## src/rtl/cnfg_pkg.sv

```systemverilog
// Shared definitions for the configuration shift-register driver.
package cnfg_pkg;

   localparam int unsigned CNFG_SIZE = 8;
   localparam int unsigned CNFG_DIV  = 2;

   localparam logic [2:0] ST_IDLE  = 3'd0;
   localparam logic [2:0] ST_SHIFT = 3'd1;
   localparam logic [2:0] ST_GAP   = 3'd2;
   localparam logic [2:0] ST_LOAD  = 3'd3;
   localparam logic [2:0] ST_FIN   = 3'd4;

   typedef enum logic [2:0] {
      IDLE  = ST_IDLE,
      SHIFT = ST_SHIFT,
      GAP   = ST_GAP,
      LOAD  = ST_LOAD,
      FIN   = ST_FIN
   } state_t;

endpackage

```

## src/rtl/cnfg_phase_cnt.sv

```systemverilog
// Half-period counter: tick_c marks the last system cycle of each DIV-cycle phase.
module cnfg_phase_cnt
   import cnfg_pkg::*;
#(
   parameter int unsigned DIV = CNFG_DIV
) (
   input  logic clk,
   input  logic rst,
   input  logic clr,
   output logic tick_c
);

   localparam int unsigned    CW   = $clog2(DIV + 1);
   localparam logic [CW-1:0]  LAST = CW'(DIV - 1);

   logic [CW-1:0] cnt;

   assign tick_c = (cnt == LAST);

   always_ff @(posedge clk) begin
      if (rst || clr || tick_c) begin
         cnt <= '0;
      end else begin
         cnt <= cnt + CW'(1);
      end
   end

endmodule

```

## src/rtl/cnfg_sr_driver.sv

```systemverilog
// Drives the chip configuration shift register (MSB first) and reads back its
// previous contents while shifting, then pulses the load strobe.
module cnfg_sr_driver
   import cnfg_pkg::*;
#(
   parameter int unsigned SIZE = CNFG_SIZE,
   parameter int unsigned DIV  = CNFG_DIV
) (
   input  logic            clk,
   input  logic            rst,
   input  logic            start,
   input  logic [SIZE-1:0] data_in,
   input  logic            sr_so,
   output logic            sr_clk,
   output logic            sr_si,
   output logic            sr_ld,
   output logic            busy,
   output logic            done,
   output logic [SIZE-1:0] readback
);

   localparam int unsigned   BW       = $clog2(SIZE + 1);
   localparam logic [BW-1:0] LAST_BIT = BW'(SIZE - 1);

   state_t          state, state_nx;
   // The MSB goes straight to sr_si on acceptance, so only the remaining bits are kept.
   logic [SIZE-2:0] shadow, shadow_nx;
   logic [SIZE-1:0] readback_nx;
   logic [BW-1:0]   bit_cnt, bit_cnt_nx;
   logic            sr_clk_nx, sr_si_nx, sr_ld_nx, busy_nx, done_nx;
   logic            tick_c, phase_clr_c;

   assign phase_clr_c = (state == IDLE) || (state == FIN);

   cnfg_phase_cnt #(.DIV(DIV)) u_phase (
      .clk    (clk),
      .rst    (rst),
      .clr    (phase_clr_c),
      .tick_c (tick_c)
   );

   always_ff @(posedge clk) begin
      if (rst) begin
         state    <= IDLE;
         shadow   <= '0;
         readback <= '0;
         bit_cnt  <= '0;
         sr_clk   <= 1'b0;
         sr_si    <= 1'b0;
         sr_ld    <= 1'b0;
         busy     <= 1'b0;
         done     <= 1'b0;
      end else begin
         state    <= state_nx;
         shadow   <= shadow_nx;
         readback <= readback_nx;
         bit_cnt  <= bit_cnt_nx;
         sr_clk   <= sr_clk_nx;
         sr_si    <= sr_si_nx;
         sr_ld    <= sr_ld_nx;
         busy     <= busy_nx;
         done     <= done_nx;
      end
   end

   always_comb begin
      state_nx    = state;
      shadow_nx   = shadow;
      readback_nx = readback;
      bit_cnt_nx  = bit_cnt;
      sr_clk_nx   = sr_clk;
      sr_si_nx    = sr_si;
      sr_ld_nx    = 1'b0;
      done_nx     = 1'b0;

      case (state)
         IDLE: begin
            sr_si_nx = 1'b0;
            if (start) begin
               state_nx    = SHIFT;
               shadow_nx   = data_in[SIZE-2:0];
               readback_nx = '0;
               bit_cnt_nx  = '0;
               sr_clk_nx   = 1'b0;
               sr_si_nx    = data_in[SIZE-1];
            end
         end
         SHIFT: begin
            if (tick_c) begin
               if (!sr_clk) begin
                  // Sample before the chip sees the rising edge and shifts.
                  sr_clk_nx   = 1'b1;
                  readback_nx = {readback[SIZE-2:0], sr_so};
               end else begin
                  sr_clk_nx = 1'b0;
                  if (bit_cnt == LAST_BIT) begin
                     state_nx   = GAP;
                     bit_cnt_nx = '0;
                  end else begin
                     bit_cnt_nx = bit_cnt + BW'(1);
                     sr_si_nx   = shadow[SIZE-2];
                     shadow_nx  = shadow << 1;
                  end
               end
            end
         end
         GAP: begin
            if (tick_c) begin
               state_nx = LOAD;
               sr_ld_nx = 1'b1;
            end
         end
         LOAD: begin
            sr_ld_nx = 1'b1;
            if (tick_c) begin
               state_nx = FIN;
               sr_ld_nx = 1'b0;
               done_nx  = 1'b1;
            end
         end
         FIN: begin
            state_nx = IDLE;
            sr_si_nx = 1'b0;
         end
         default: begin
            state_nx = IDLE;
         end
      endcase

      busy_nx = (state_nx == SHIFT) || (state_nx == GAP) || (state_nx == LOAD);
   end

endmodule

```

## config.mk

```make
export PLATFORM = sky130hd
export DESIGN_NAME = cnfg_sr_driver
export DESIGN_NICKNAME = d
export VERILOG_FILES = /design/src/rtl/cnfg_pkg.sv /design/src/rtl/cnfg_phase_cnt.sv /design/src/rtl/cnfg_sr_driver.sv
export SDC_FILE = /design/constraint.sdc
export NUM_CORES = 1
export LEC_CHECK = 0
export ABC_AREA = 1
export BUFFER_PORTS_ARGS = -buffer_cell sky130_fd_sc_hd__buf_2
export CORE_MARGIN = 2
export CORE_UTILIZATION = 29
export CTS_CLUSTER_SIZE = 30
export DETAILED_ROUTE_END_ITERATION = 16
export PLACE_DENSITY = 0.58
export SKIP_LAST_GASP = 1
export SLEW_MARGIN = 20
export SYNTH_ARGS = -nofsm -noshare
export SYNTH_HDL_FRONTEND = slang
export SYNTH_SLANG_ARGS = --single-unit
```

## constraint.sdc

```tcl
create_clock -name clk -period 1.6 [get_ports clk]
set_input_delay 0.48 -clock clk [delete_from_list [all_inputs] [get_ports clk]]
set_output_delay 0.48 -clock clk [all_outputs]
set_load 0.02 [all_outputs]
```

Yosys cells after proc, flatten, opt, wreduce, memory -nomap -nowiden
Index checks and enable logic that the tools add are counted. W data, S select, Z words.

Register bits after elaboration: 29. Input port bits: 12. Output and inout port bits: 13. Word-level logic and storage cells: 74.

Add/subtract/negate cells: 2. Equal/unequal tests: 14. Multiplexer cells: 33. Bitwise logic cells: 1. Reductions and logical operators: 14.

Operator list (count): $mux W7 (4); $mux W8 (3); $mux W3 (6); $mux W4 (4); $pmux W8 S2 (1); $pmux W7 S2 (1); $eq A3 B2 Y1 const B (4); $pmux W3 S4 (1); $reduce_and A4 Y1 (3); $mux W1 (9); $ne A2 B2 Y1 const B (4); $pmux W4 S2 (1); $eq A3 B1 Y1 const B (2); $logic_or A1 B1 Y1 (5); $reduce_and A5 Y1 (1); $add A4 B1 Y4 const B (1); $eq A4 B3 Y1 const B (1); $pmux W1 S2 (2); $eq A3 B3 Y1 const B (1); $logic_not A3 Y1 (1); $pmux W1 S3 (1); $reduce_and A3 Y1 (1); $reduce_bool A3 Y1 (1); $add A2 B1 Y2 const B (1); 5 further kinds (5).

Longest topological paths before layout
Depth in word-level cells: 8. Mapped depth: 9. Gate-level depth less buffers: 9.

By module
From an unflattened synthesis, not the netlist that was laid out.

Cells, all modules: 186. Area, all modules: 1376.3 sq um.

By module, submodules not included: cnfg_sr_driver (times used 1, cells each 177, area each 1301.2 sq um, seq. area each 540.5 sq um); cnfg_phase_cnt (times used 1, cells each 9, area each 75.1 sq um, seq. area each 40.0 sq um).

Worst setup path after synthesis
No wires, ideal clock.

Kind: in2reg. Start: input rst. End: register shadow[2]. Library setup time: 0.115 ns. Data arrival time: 1.183 ns. Required time: 1.485 ns. Path slack: 0.302 ns. Stages on the path: 5. Path buffers: 2. Cells stage by stage: buf_2 -> clkinv_1 -> clkbuf_1 -> nand2_1 -> nor2_1.

RTL lines: start, declared (RTL line cnfg_sr_driver.sv:10) `input logic rst,`; end signal, assigned (RTL line cnfg_sr_driver.sv:55) `shadow <= shadow_nx;`; end, declared (RTL line cnfg_sr_driver.sv:27) `logic [SIZE-2:0] shadow, shadow_nx;`.

Final worst setup path
Start: register state[2]. End: register shadow[0].

Word-level cells in the longest chain between the ends: 3.

RTL lines: start, declared (RTL line cnfg_sr_driver.sv:25) `state_t state, state_nx;`; start signal, assigned (RTL line cnfg_sr_driver.sv:54) `state <= state_nx;`; $eq A3 B1 Y1 / $logic_not A3 Y1 (equally long branches) (RTL line cnfg_sr_driver.sv:76) `case (state)`; $ne A2 B2 Y1 (no line), or another cell as far along; $reduce_and A5 Y1 (no line).

Several ways; a longest one is shown, not always the timed one. A chain may end at the register's enable or synchronous reset.

==> metrics.txt <==
register area=581 µm²; Detail Route Antenna Nets=0; Pre-antenna DRT Iters=5; Die Y=76.0 µm; Num CTS Buffers=5; setup TNS=0 ns; largest family of logic cells by synthesized area=simple AND/OR/NAND/NOR gates; simple-gate share of the synthesized area=0.446; Clock Skews=around 0.0068 ns; gr ovfl total=0; PostCTS Resize Cnt=0; final max-slew violation count=0; Worst Setup End Kind=flip-flop; Fin. Hold Viols=0; Synthesized Nets=233; slew margin rel.=0.717; Port Buffers=24; Place WS=0.109 ns; Hold WC Path Type=flip-flop to flip-flop; Synth Area in XOR/XNOR=0.0117; Mapped Area=between 1500 and 2000 µm²; Sink Count=29; Wirelength per Cell=roughly 10 µm; RSZ-0062 raised after global routing=false; share of cells above drive strength 1=0.213; residual DRC count=0; Final GP Congestion=0.827; Fillers=561; vias per std cell=4.45; CP Max Fanout=13; internal power=1260 µW; Layout Nets=266; cell row count=26; worst skew pair latency=0.28 ns; Starting Density=0.298; die area=5770 µm²; DR iter-0 viols=84; clk buf depth=2; multi-input logic area=806 µm²; WL final=around 3400 µm; global-route wire length before repair=5700 µm; CP startpoint kind=flip-flop; # IOs=25; placed cells=314; Final Setup Violations=0; flops & latches, synth=29; largest net degree at the start of global routing=18; hpwl dp=2380 µm; synth warn=0; Finished Layout Cells=323; H-tree depth=2; clock transition at the registers of the reported paths=0.07 ns; Syn Area/Cell=6.86 µm²; Slew @ Worst Pin=roughly 0.42 ns; outcome=finished clean; post-route setup slack=around 0.19 ns; Reg power frac=0.445; Final period util=0.884; core footprint=5040 µm²; mux cell area share after synthesis=0; leakage power=0.000868 µW; vias in the first global route=between 1000 and 1500; Critical Path RT=between 1.5 and 2 ns; max cap viols=0; post-synthesis compound-gate area fraction=0.0625; initial antenna violation count=0; clock power share=0.314; Worst Path Arrival=1.59 ns; # hold bufs at CTS=0; adder-cell share of the synthesized area=0.0167; die width=76.0 µm; Yosys cell types=27; Post-Synthesis Cells=219; NetSw=approximately 600 µW; Net Sw Frac=0.324; PwrDens=1010 nW/µm²; combinational share of power=0.241; Area Growth Syn to Fin=22.2%; Final Power=around 1900 µW; post-synthesis sequential area ratio=0.387; CTS tree=built; Setup Buffers After CTS=0; via count=1438; gr usage total=0.122; maximum VDD drop=about 340 µV; diode count=0; Fmax=slightly above 700 MHz; Final min period=1.41 ns; worst hold slack=0.433 ns; clock root buffer=clkbuf_8; Worst Setup Path Type=flip-flop to flip-flop
[critical path, cell delays in order, from the launching register on]
cell,delay (ns)
dfxtp_1,0.38
inv_2,0.14
nand2_2,0.07
nor2_4,0.22
o21ai_2,0.08
buf_4,0.18
nand2_1,0.09
nand2_1,0.05
nand2_1,0.05
nor2_1,0.03
[synth_stat cells]
master / instances / share of area
nand2_1: 52 / 0.13
nor2_1: 42 / 0.10
dfxtp_1: 29 / 0.39
nand3_1: 29 / 0.097
inv_1: 16 / 0.040
a21oi_1: 12 / 0.040
nand4_1: 10 / 0.042
buf_2: 5 / 0.017
ha_1: 2 / 0.017
nand2_2: 2 / 0.0083
nor2_4: 2 / 0.015
nor4_1: 2 / 0.0083
o21ai_2: 2 / 0.012
buf_4: 1 / 0.0050
buf_6: 1 / 0.0075
clkbuf_1: 1 / 0.0025
clkinv_1: 1 / 0.0025
inv_2: 1 / 0.0025
nand2_4: 1 / 0.0075
nand3b_1: 1 / 0.0050
nand3b_2: 1 / 0.0075
nor2_2: 1 / 0.0042
nor2_8: 1 / 0.013
nor3_1: 1 / 0.0033
o21ai_4: 1 / 0.011
xnor2_1: 1 / 0.0058
xor2_1: 1 / 0.0058
[per-stage QoR]
| stage | cell area (µm²) | utilization |
|---|---|---|
| after floorplan | 1500 | - |
| after global placement | 1730 | 0.343 |
| after detailed placement | 1730 | 0.343 |
| after CTS | 1820 | 0.360 |
| after global routing | 1840 | 0.364 |
| final | 1840 | 0.364 |
[flip-flops by register name, summed over array words and instances (netlist names), 2 cells and up]
name,flops
state,3
readback,8
shadow,7
u_phase.cnt,2
bit_cnt,4
[layout make-up]
class / count / area share
clock buffer: 5 / 0.0375
clock inverter: 3 / 0.00954
inverter: 18 / 0.0368
multi-input combinational: 164 / 0.439
sequential: 29 / 0.316
tap: 70 / 0.0477
timing repair buffer: 34 / 0.113
[logic make-up (layout without fill, tap and decap cells)]
family / after synthesis / in the layout
buf+inv: 26 / 60
flops: 29 / 29
compound gates: 15 / 15
xor+xnor: 2 / 2
fa+ha+maj: 2 / 2
simple gates: 145 / 145
[cells in the final DEF, fill, tap and decap left out, drive strengths merged, types with 3 or more instances in the layout]
cell type	instances
nor2	46
buf	34
dfxtp	29
a21oi	12
o21ai	3
clkinv	3
nand4	10
inv	17
clkbuf	5
nand2	55
nand3	29
[path summary, 6_finish.rpt]
check,startpoint,endpoint,slack [ns],depth (start not counted)
max,state[2]$_SDFF_PP0_,shadow[0]$_SDFFE_PP0P_,0.19,9
min,u_phase.cnt[0]$_SDFF_PP0_,u_phase.cnt[0]$_SDFF_PP0_,0.43,1
max reg2reg,state[2]$_SDFF_PP0_,shadow[0]$_SDFFE_PP0P_,0.19,9
min reg2reg,u_phase.cnt[0]$_SDFF_PP0_,u_phase.cnt[0]$_SDFF_PP0_,0.43,1
[routing by layer]
metal,vias to the layer above,wire length [µm],GRT usage
li1,776,-,-
met1,626,1660,0.151
met2,30,1490,0.191
met3,6,140,0.0381
met4,0,74,0.0618
met5,-,0,0
[power by group through the flow]
| stage | logic [µW] | clock network, µW | registers (µW) |
|---|---|---|---|
| 2_1_floorplan | 283 | 0 | 876 |
| 3_3_place_gp | 436 | 0 | 843 |
| 3_5_place_dp | 438 | 0 | 844 |
| 4_1_cts | 439 | 611 | 828 |
| 5_1_grt | 503 | 647 | 837 |
| 6_report | 449 | 585 | 827 |
Note: power is estimated with default switching activity, not from simulation.
